**src/rtl/mem_read_arbiter_if.sv**
```systemverilog
// mem_read_arbiter_if
//   Bundles every handshake and bus signal around mem_read_arbiter. The
//   instruction-fetch side (i_*), the data side (d_*), the shared AXI read
//   channel (m_ar*, m_r*) and the monitored write-channel handshakes
//   (m_aw*, m_b*) all live here. The debug fields expose FSM state and the
//   internal counters.
//
//   Valid/ready rule on every channel: a transfer happens in the cycle where
//   valid and ready are both high at the rising clock edge. Once a source
//   raises valid, it holds valid and payload stable until that transfer.
//
//   Modports:
//     master : the arbiter's view. It drives m_ar*, m_rready, the requester
//              arready/rvalid signals, busy and the debug fields.
//     slave  : the environment's view (requesters, memory, write monitor).
interface mem_read_arbiter_if;
   logic [31:0] i_araddr;
   logic [7:0]  i_arlen;
   logic        i_arvalid;
   logic        i_arready;
   logic        i_rvalid;
   logic        i_rready;

   logic [31:0] d_araddr;
   logic [7:0]  d_arlen;
   logic [2:0]  d_arsize;
   logic        d_arvalid;
   logic        d_arready;
   logic        d_rvalid;
   logic        d_rready;

   logic [31:0] m_araddr;
   logic [7:0]  m_arlen;
   logic [2:0]  m_arsize;
   logic [3:0]  m_arid;
   logic        m_arvalid;
   logic        m_arready;
   logic        m_rlast;
   logic        m_rvalid;
   logic        m_rready;

   logic        m_awvalid;
   logic        m_awready;
   logic        m_bvalid;
   logic        m_bready;

   logic        busy;

   // Debug fields.
   // dbg_state encodes the FSM as follows: 0 IDLE, 1 AR_I, 2 R_I, 3 AR_D, 4 R_D.
   logic [2:0]  dbg_state;
   logic [7:0]  dbg_starve_cnt;
   logic [7:0]  dbg_wr_cnt;

   modport master (
      input  i_araddr, i_arlen, i_arvalid, i_rready,
      input  d_araddr, d_arlen, d_arsize, d_arvalid, d_rready,
      input  m_arready, m_rlast, m_rvalid,
      input  m_awvalid, m_awready, m_bvalid, m_bready,
      output i_arready, i_rvalid, d_arready, d_rvalid,
      output m_araddr, m_arlen, m_arsize, m_arid, m_arvalid, m_rready,
      output busy, dbg_state, dbg_starve_cnt, dbg_wr_cnt
   );

   modport slave (
      output i_araddr, i_arlen, i_arvalid, i_rready,
      output d_araddr, d_arlen, d_arsize, d_arvalid, d_rready,
      output m_arready, m_rlast, m_rvalid,
      output m_awvalid, m_awready, m_bvalid, m_bready,
      input  i_arready, i_rvalid, d_arready, d_rvalid,
      input  m_araddr, m_arlen, m_arsize, m_arid, m_arvalid, m_rready,
      input  busy, dbg_state, dbg_starve_cnt, dbg_wr_cnt
   );
endinterface

```
**src/rtl/mem_read_arbiter.sv**
```systemverilog
// mem_read_arbiter
//   Shares one AXI read channel between instruction fetch (i_*) and the
//   data side (d_*). Only one burst runs at a time. A granted side owns the
//   channel from its AR handshake until the R beat that carries rlast.
//
//   Arbitration rules:
//   - Data has priority over instruction.
//   - Data may only win while no write is outstanding.
//   - An instruction request that has lost STARVE_LIMIT times in a row is
//     forced to win.
//
//   rdata and rlast go straight from memory to both requesters. They are
//   not routed through this block.
//
//   Ports:
//     clk : clock
//     rst : synchronous, active-high reset
//     bus : mem_read_arbiter_if.master, carrying all request, AXI and
//           write-monitor signals, plus busy and the debug fields
module mem_read_arbiter #(
   parameter int STARVE_LIMIT = 8,
   parameter int WR_CNT_W     = 3
) (
   input logic               clk,
   input logic               rst,
   mem_read_arbiter_if.master bus
);
   typedef enum logic [2:0] {
      IDLE = 3'd0,
      AR_I = 3'd1,
      R_I  = 3'd2,
      AR_D = 3'd3,
      R_D  = 3'd4
   } state_t;

   localparam int SC_W = $clog2(STARVE_LIMIT + 1);
   localparam logic [SC_W-1:0] SC_MAX = SC_W'(STARVE_LIMIT);

   state_t              state;
   logic [SC_W-1:0]     starve_cnt;
   logic [WR_CNT_W-1:0] wr_cnt;

   logic d_elig, force_i, aw_hs, b_hs, ar_hs, rlast_hs;

   always_comb begin
      d_elig   = bus.d_arvalid && (wr_cnt == '0);
      force_i  = (starve_cnt == SC_MAX) && bus.i_arvalid;
      aw_hs    = bus.m_awvalid && bus.m_awready;
      b_hs     = bus.m_bvalid && bus.m_bready;
      ar_hs    = bus.m_arvalid && bus.m_arready;
      rlast_hs = bus.m_rvalid && bus.m_rready && bus.m_rlast;
   end

   // The ready/valid pass-throughs are gated by registered state. Because of
   // that, they are all 0 in IDLE, and therefore also right after reset.
   always_comb begin
      bus.i_arready = (state == AR_I) && bus.m_arready;
      bus.d_arready = (state == AR_D) && bus.m_arready;
      bus.i_rvalid  = (state == R_I) && bus.m_rvalid;
      bus.d_rvalid  = (state == R_D) && bus.m_rvalid;
      bus.m_rready  = 1'b0;
      if (state == R_I) bus.m_rready = bus.i_rready;
      if (state == R_D) bus.m_rready = bus.d_rready;
   end

   always_ff @(posedge clk) begin
      if (rst) begin
         state         <= IDLE;
         starve_cnt    <= '0;
         bus.m_araddr  <= '0;
         bus.m_arlen   <= '0;
         bus.m_arsize  <= '0;
         bus.m_arid    <= '0;
         bus.m_arvalid <= 1'b0;
         bus.busy      <= 1'b0;
      end else begin
         case (state)
            IDLE: begin
               if (force_i || (!d_elig && bus.i_arvalid)) begin
                  state         <= AR_I;
                  bus.m_araddr  <= bus.i_araddr;
                  bus.m_arlen   <= bus.i_arlen;
                  bus.m_arsize  <= 3'b010;
                  bus.m_arid    <= 4'd0;
                  bus.m_arvalid <= 1'b1;
                  bus.busy      <= 1'b1;
               end else if (d_elig) begin
                  state         <= AR_D;
                  bus.m_araddr  <= bus.d_araddr;
                  bus.m_arlen   <= bus.d_arlen;
                  bus.m_arsize  <= bus.d_arsize;
                  bus.m_arid    <= 4'd1;
                  bus.m_arvalid <= 1'b1;
                  bus.busy      <= 1'b1;
                  // Each lost arbitration counts toward the starvation override.
                  if (bus.i_arvalid && starve_cnt != SC_MAX)
                     starve_cnt <= starve_cnt + SC_W'(1);
               end
            end
            AR_I: begin
               if (ar_hs) begin
                  state         <= R_I;
                  bus.m_arvalid <= 1'b0;
                  starve_cnt    <= '0;
               end
            end
            AR_D: begin
               if (ar_hs) begin
                  state         <= R_D;
                  bus.m_arvalid <= 1'b0;
               end
            end
            R_I, R_D: begin
               if (rlast_hs) begin
                  state    <= IDLE;
                  bus.busy <= 1'b0;
               end
            end
            default: begin
               state         <= IDLE;
               bus.m_arvalid <= 1'b0;
               bus.busy      <= 1'b0;
            end
         endcase
      end
   end

   // Outstanding-write counter. The counter saturates at all-ones and never
   // goes below zero. When an AW handshake and a B handshake land in the
   // same cycle, they cancel out.
   always_ff @(posedge clk) begin
      if (rst) begin
         wr_cnt <= '0;
      end else if (aw_hs && !b_hs) begin
         assert (wr_cnt != '1);
         if (wr_cnt != '1) wr_cnt <= wr_cnt + WR_CNT_W'(1);
      end else if (b_hs && !aw_hs) begin
         assert (wr_cnt != '0);
         if (wr_cnt != '0) wr_cnt <= wr_cnt - WR_CNT_W'(1);
      end
   end

   always_comb begin
      bus.dbg_state      = state;
      bus.dbg_starve_cnt = 8'(starve_cnt);
      bus.dbg_wr_cnt     = 8'(wr_cnt);
   end
endmodule

```
**src/flat_wrapper.sv**
```systemverilog
// flat-port wrapper written by rule: the top's interface ports become plain ports
module mem_read_arbiter_flat 
#(
   parameter int STARVE_LIMIT = 8,
   parameter int WR_CNT_W     = 3
)
  (clk, rst, bus_i_araddr, bus_i_arlen, bus_i_arvalid, bus_i_rready, bus_d_araddr, bus_d_arlen, bus_d_arsize, bus_d_arvalid, bus_d_rready, bus_m_arready, bus_m_rlast, bus_m_rvalid, bus_m_awvalid, bus_m_awready, bus_m_bvalid, bus_m_bready, bus_i_arready, bus_i_rvalid, bus_d_arready, bus_d_rvalid, bus_m_araddr, bus_m_arlen, bus_m_arsize, bus_m_arid, bus_m_arvalid, bus_m_rready, bus_busy, bus_dbg_state, bus_dbg_starve_cnt, bus_dbg_wr_cnt);
  mem_read_arbiter_if bus_i ();
  input logic clk;
  input logic rst;
  input wire logic [$bits(bus_i.i_araddr)-1:0] bus_i_araddr;
  input wire logic [$bits(bus_i.i_arlen)-1:0] bus_i_arlen;
  input wire logic [$bits(bus_i.i_arvalid)-1:0] bus_i_arvalid;
  input wire logic [$bits(bus_i.i_rready)-1:0] bus_i_rready;
  input wire logic [$bits(bus_i.d_araddr)-1:0] bus_d_araddr;
  input wire logic [$bits(bus_i.d_arlen)-1:0] bus_d_arlen;
  input wire logic [$bits(bus_i.d_arsize)-1:0] bus_d_arsize;
  input wire logic [$bits(bus_i.d_arvalid)-1:0] bus_d_arvalid;
  input wire logic [$bits(bus_i.d_rready)-1:0] bus_d_rready;
  input wire logic [$bits(bus_i.m_arready)-1:0] bus_m_arready;
  input wire logic [$bits(bus_i.m_rlast)-1:0] bus_m_rlast;
  input wire logic [$bits(bus_i.m_rvalid)-1:0] bus_m_rvalid;
  input wire logic [$bits(bus_i.m_awvalid)-1:0] bus_m_awvalid;
  input wire logic [$bits(bus_i.m_awready)-1:0] bus_m_awready;
  input wire logic [$bits(bus_i.m_bvalid)-1:0] bus_m_bvalid;
  input wire logic [$bits(bus_i.m_bready)-1:0] bus_m_bready;
  output wire logic [$bits(bus_i.i_arready)-1:0] bus_i_arready;
  output wire logic [$bits(bus_i.i_rvalid)-1:0] bus_i_rvalid;
  output wire logic [$bits(bus_i.d_arready)-1:0] bus_d_arready;
  output wire logic [$bits(bus_i.d_rvalid)-1:0] bus_d_rvalid;
  output wire logic [$bits(bus_i.m_araddr)-1:0] bus_m_araddr;
  output wire logic [$bits(bus_i.m_arlen)-1:0] bus_m_arlen;
  output wire logic [$bits(bus_i.m_arsize)-1:0] bus_m_arsize;
  output wire logic [$bits(bus_i.m_arid)-1:0] bus_m_arid;
  output wire logic [$bits(bus_i.m_arvalid)-1:0] bus_m_arvalid;
  output wire logic [$bits(bus_i.m_rready)-1:0] bus_m_rready;
  output wire logic [$bits(bus_i.busy)-1:0] bus_busy;
  output wire logic [$bits(bus_i.dbg_state)-1:0] bus_dbg_state;
  output wire logic [$bits(bus_i.dbg_starve_cnt)-1:0] bus_dbg_starve_cnt;
  output wire logic [$bits(bus_i.dbg_wr_cnt)-1:0] bus_dbg_wr_cnt;
  assign bus_i.i_araddr = bus_i_araddr;
  assign bus_i.i_arlen = bus_i_arlen;
  assign bus_i.i_arvalid = bus_i_arvalid;
  assign bus_i.i_rready = bus_i_rready;
  assign bus_i.d_araddr = bus_d_araddr;
  assign bus_i.d_arlen = bus_d_arlen;
  assign bus_i.d_arsize = bus_d_arsize;
  assign bus_i.d_arvalid = bus_d_arvalid;
  assign bus_i.d_rready = bus_d_rready;
  assign bus_i.m_arready = bus_m_arready;
  assign bus_i.m_rlast = bus_m_rlast;
  assign bus_i.m_rvalid = bus_m_rvalid;
  assign bus_i.m_awvalid = bus_m_awvalid;
  assign bus_i.m_awready = bus_m_awready;
  assign bus_i.m_bvalid = bus_m_bvalid;
  assign bus_i.m_bready = bus_m_bready;
  assign bus_i_arready = bus_i.i_arready;
  assign bus_i_rvalid = bus_i.i_rvalid;
  assign bus_d_arready = bus_i.d_arready;
  assign bus_d_rvalid = bus_i.d_rvalid;
  assign bus_m_araddr = bus_i.m_araddr;
  assign bus_m_arlen = bus_i.m_arlen;
  assign bus_m_arsize = bus_i.m_arsize;
  assign bus_m_arid = bus_i.m_arid;
  assign bus_m_arvalid = bus_i.m_arvalid;
  assign bus_m_rready = bus_i.m_rready;
  assign bus_busy = bus_i.busy;
  assign bus_dbg_state = bus_i.dbg_state;
  assign bus_dbg_starve_cnt = bus_i.dbg_starve_cnt;
  assign bus_dbg_wr_cnt = bus_i.dbg_wr_cnt;
  mem_read_arbiter #(.STARVE_LIMIT(STARVE_LIMIT), .WR_CNT_W(WR_CNT_W)) u_core (.clk(clk), .rst(rst), .bus(bus_i));
endmodule
```
**config.mk**
```make
export PLATFORM = sky130hd
export DESIGN_NAME = mem_read_arbiter_flat
export DESIGN_NICKNAME = d
export VERILOG_FILES = /design/src/rtl/mem_read_arbiter_if.sv /design/src/rtl/mem_read_arbiter.sv /design/src/flat_wrapper.sv
export SDC_FILE = /design/constraint.sdc
export NUM_CORES = 1
export LEC_CHECK = 0
export BUFFER_PORTS_ARGS = -buffer_cell sky130_fd_sc_hd__buf_2
export CAP_MARGIN = 30
export CORE_MARGIN = 10
export CORE_UTILIZATION = 44
export CTS_CLUSTER_DIAMETER = 30
export CTS_CLUSTER_SIZE = 12
export DETAILED_ROUTE_END_ITERATION = 12
export GPL_ROUTABILITY_DRIVEN = 0
export PLACE_DENSITY = 0.77
export SLEW_MARGIN = 20
export SYNTH_ARGS = -nofsm -noshare
export SYNTH_HDL_FRONTEND = slang
export SYNTH_SLANG_ARGS = --single-unit
```
**constraint.sdc**
```tcl
create_clock -name clk -period 2.2 [get_ports clk]
set_input_delay 0.44 -clock clk [delete_from_list [all_inputs] [get_ports clk]]
set_output_delay 0.44 -clock clk [all_outputs]
set_load 0.05 [all_outputs]
```
# After elaboration in Yosys (flattened, before gate mapping)
# Index checks and enable logic that the tools add are counted.
# classes
bitwise_logic	2
n_addsub	3
mul	0
shift	0
n_lt_le_gt_ge	0
n_mux	31
reduce_logical	34
div	0
eq_ne	16
# op_table
operator	count
$mux 32	2
$mux 3	11
$mux 4	6
$mux 8	2
$logic_and 1x1->1	15
$ne 2x1->1 const B	6
$pmux 3 s4	1
$reduce_and 3->1	3
$pmux 4 s2	1
$reduce_bool 2->1	4
$eq 3x2->1 const B	2
$logic_not 3->1	2
$mux 1	6
$pmux 1 s3	2
$reduce_and 5->1	1
$add 4x1->4 const B	1
$eq 4x4->1 const B	1
$ne 2x2->1 const B	2
$ne 4x4->1 const B	1
$reduce_and 4->1	1
$reduce_or 2->1	2
$add 3x1->3 const B	1
$eq 3x1->1 const B	1
$eq 3x3->1 const B	1
other kinds (8)	11
# totals
ram_bits	0
output_inout_bits	73
in_bits	96
mem_bits_ro	0
latchBits	0
mem_count	0
elab_cells	95
reg_bits	59

# Longest topological paths before layout
# logic_depth
word_depth	7
mapped_depth	8
depth_no_buf	6

# Worst setup path after synthesis
# No wires, ideal clock.
# synth_timing
path_type	register to output
from	reg u_core.state[0] (netlist: u_core.bus.dbg_state[0])
to	out bus_i_arready
required_ns	1.760
arrival_ns	1.883
n_path_buf	1
path_slack_ns	-0.123
path_stages_with_launch	4
cell_sequence	dfxtp_1 clkbuf_1 nor3b_1 and2_1
# synth_between
elab_chain_cells	2
# synth_rtl
item	line_no	rtl
start, declared	mem_read_arbiter.sv:39	state_t state;
start signal, assigned	mem_read_arbiter.sv:68	state <= IDLE;
start signal, assigned	mem_read_arbiter.sv:80	state <= AR_I;
start signal, assigned	mem_read_arbiter.sv:88	state <= AR_D;
$eq 3x1->1	mem_read_arbiter.sv:57	bus.i_arready = (state == AR_I) && bus.m_arready;
$logic_and 1x1->1	mem_read_arbiter.sv:57	
end, declared	flat_wrapper.sv:27	output wire logic [$bits(bus_i.i_arready)-1:0] bus_i_arready;
# No other way between the ends.

# Final worst setup path
# Same ends and word-level chain as after synthesis.

==> results by group <==
Route
  – Ratio of routed vias to standard cells: 5.33
  – Routed wire per std cell: 16.5 um
  – Initial drt markers: 95
  – Residual antenna-violating net count after detailed routing: 0
  – Routed wire length: 9470 um
  – Remaining DRCs: 0
  – First-pass DRT Iterations: 6
  – Via Count: 3055

Clocking
  – Number of hold buffers added after CTS: 0
  – Root cell of the clock tree: clkbuf_8
  – CTS Buffer Depth: 2
  – Number of clock sinks: 56
  – Clock-pin slew reported for the worst setup and hold paths after clock tree synthesis: 0.10 ns
  – Clock latency reported for the late side of the worst-skew pair: 0.30 ns
  – Post-CTS Setup Repair Bufs: 0
  – Total number of H-tree levels: 2
  – CTS-repair resized insts: 0
  – CTS tree: built
  – Inserted Clock Buffers: 5

Global route
  – Wire length of the first global-routing pass: 15200 um
  – Antenna violations before repair: 0
  – Global routing's busiest layer: met2
  – Global Route met1 Usage: 0.190
  – Met2 track demand over resource in global routing: 0.303
  – Pin count of the biggest net entering global routing: 44
  – Total global routing track utilization: 0.174
  – Met3 GRT Util: 0.0810
  – Total congestion overflow: 0
  – Via count of the first global-routing pass: 3222

Pwr
  – Total design power: 4.77 mW
  – Power density cells: 1210 mW/mm2
  – Worst IR Drop VDD: 0.537 mV
  – Static leakage power: 1.86 nW

Floorplanning
  – Row cnt: 29
  – Full die area: 0.0104 mm2
  – Die height: 102 um
  – CORE AREA: 0.00646 mm2
  – X dimension of the die: 102 um
  – Starting Density: 0.459
  – Number of ports placed on the die boundary: 169

Run
  – Count of maximum capacitance violations: 0

Synth
  – Count of distinct cell types in the synthesized netlist: 43
  – Mean area per synthesized cell: 8.40 um2
  – Fraction of the yosys area taken by sequential cells: 0.378
  – Synth Flop Type: dfxtp_1
  – Number of enable-type register cells in the synthesized netlist: 0
  – Share of flip-flops with an asynchronous set or reset: 0
  – FF+latch count, synth: 56
  – Warning count from the yosys run: 0
  – Cell Area, Synth: 0.00296 mm2
  – Instance count of the mapped netlist: 353

Setup path
  – Maximum fanout encountered on the critical timing path: 12
  – Critical Path Source Type: flip-flop
  – Required time at the worst-slack endpoint: 1.76 ns
  – Endpoint class of the critical path: primary output
  – Biggest cell delay along the critical path: 0.57 ns
  – Path type of the worst setup path: reg -> out
  – Worst path cell trace: nor3b_1, and2_2, buf_2
  – Slowest cell on the critical path: dfxtp_1
  – Worst Path Buf+Inv: 1
  – Arrival time of data at the critical path endpoint: 1.62 ns
  – Crit-path leading delay family: flip-flops

Timing
  – Max Clock Freq: 485 MHz
  – Final setup violation count: 0
  – Worst clock skew: 0.00681 ns
  – Setup repair after global routing missed its margin: no
  – Share of the cycle needed by the critical path after routing: 0.936
  – Final hold violations: 0
  – Max-slew headroom: 0.542
  – Final Max Slew Viols: 0
  – Actual slew at the worst max-slew pin: 0.685 ns
  – Min Tclk post-route: 2.06 ns

Placed design
  – I/O Buffers: 156
  – Total half-perimeter wirelength after legalization and detailed placement: 7280 um

Layout
  – Fill cell count: 573
  – Fin nets: 594
  – Most used cells in the layout excluding fill and tap cells: buf_2, dfxtp_1, a21oi_1, nand2_1, nor2_1
  – Antenna Diode Count: 0
  – Ratio of cells with drive above 1 in the final layout: 0.433
  – Most frequent standard cell in the layout excluding fill and tap cells: buf_2
  – Area growth, synth to finish: 32.7%
  – Share of the core filled with cells: 0.609

Run status
  – Run status: completed

Worst hold path
  – Hold crit path type: in -> reg
[cell type report]
class | count | area, um2 | area share
multi-input combinational | 265 | 1670 | 0.425
inverter | 4 | 15.0 | 0.00382
tap | 77 | 96.3 | 0.0245
clock buffer | 7 | 96.3 | 0.0245
clock inverter | 1 | 30.0 | 0.00763
timing repair buffer | 163 | 903 | 0.230
sequential | 56 | 1120 | 0.285
[final timing paths]
path                                                           start                                    to  slack [ns]  cells after the start
worst min register to register   u_core.bus.m_arsize[2]$_SDFFE_PP0P_   u_core.bus.m_arsize[2]$_SDFFE_PP0P_        0.47                      2
worst min-delay path                                bus_d_araddr[24]  u_core.bus.m_araddr[24]$_SDFFE_PP0P_        0.38                      3
worst max-delay path            u_core.bus.dbg_state[0]$_SDFFE_PP0P_                         bus_i_arready        0.14                      3
worst max register to register         u_core.wr_cnt[0]$_SDFFE_PP0P_    u_core.bus.m_arlen[3]$_SDFFE_PP0P_        0.24                      5
[routing by layer]
metal | share of wire | vias to the layer above
met4 | 0.0082 | 0
li1 | - | 1505
met3 | 0.13 | 8
met2 | 0.48 | 134
met1 | 0.37 | 1408
met5 | 0 | -
[flip-flops by register name, indices dropped and copies added (netlist names)]
signal                flops
u_core.bus.m_arsize       3
u_core.starve_cnt         4
u_core.bus.m_arid         1
u_core.bus.busy           1
u_core.bus.m_arvalid      1
u_core.bus.dbg_state      3
u_core.bus.m_arlen        8
u_core.wr_cnt             3
u_core.bus.m_araddr      32
[power by group]
part / total [mW] / switching (mW) / internal, mW
registers: 1.44 / 0.177 / 1.27
clock network: 0.723 / 0.321 / 0.402
logic: 2.60 / 1.85 / 0.754
[logic make-up after synthesis]
group	after synthesis	share of synthesized area
buf+inv	43	0.0810
xor+xnor	1	0.00296
simple gates	137	0.217
other cells	1	0.00127
fa+ha+maj	3	0.0152
compound gates	109	0.294
mux	3	0.0106
flops	56	0.378
[worst reg2reg max path: cells and delay by family (launching register included)]
| kind | cells | cell delay (ns) |
|---|---|---|
| DFF | 1 | 0.43 |
| and+or+nand+nor | 1 | 0.59 |
| AOI/OAI and AO/OA | 3 | 0.59 |
| buffers and inverters | 1 | 0.25 |
[per-stage QoR]
stage          TNS, ns  hold slack, ns  std cells  cell area (um2)  setup WS, ns
6_report             0           0.382        573             3930         0.140
5_1_grt              0           0.377        573             3930        0.0378
4_1_cts              0           0.369        573             3930         0.140
3_5_place_dp         0           0.458        565             3810         0.216
3_3_place_gp         0           0.438        564             3780         0.147
2_1_floorplan  -0.0298           0.581        364             3010       -0.0298
[Yosys cell counts (2+ instances only)]
cell      instances  area (um2)
dfxtp_1          56        1120
a21oi_1          52         260
nand2_1          49         184
nor2_1           49         184
a211oi_2         35         438
clkbuf_1         20        75.1
buf_4            12        90.1
nand3_1           7        35.0
a211oi_1          6        45.0
and2_1            5        31.3
nand4_1           5        31.3
buf_6             4        45.0
inv_1             4        15.0
nand3b_1          4        30.0
nor3_1            4        20.0
a31oi_1           3        18.8
buf_2             3        15.0
nor3b_1           3        22.5
o21ai_0           3        15.0
or4_1             3        22.5
ha_1              2        25.0
mux2i_1           2        20.0
nor2b_1           2        12.5
(Power assumes the default switching activity.)
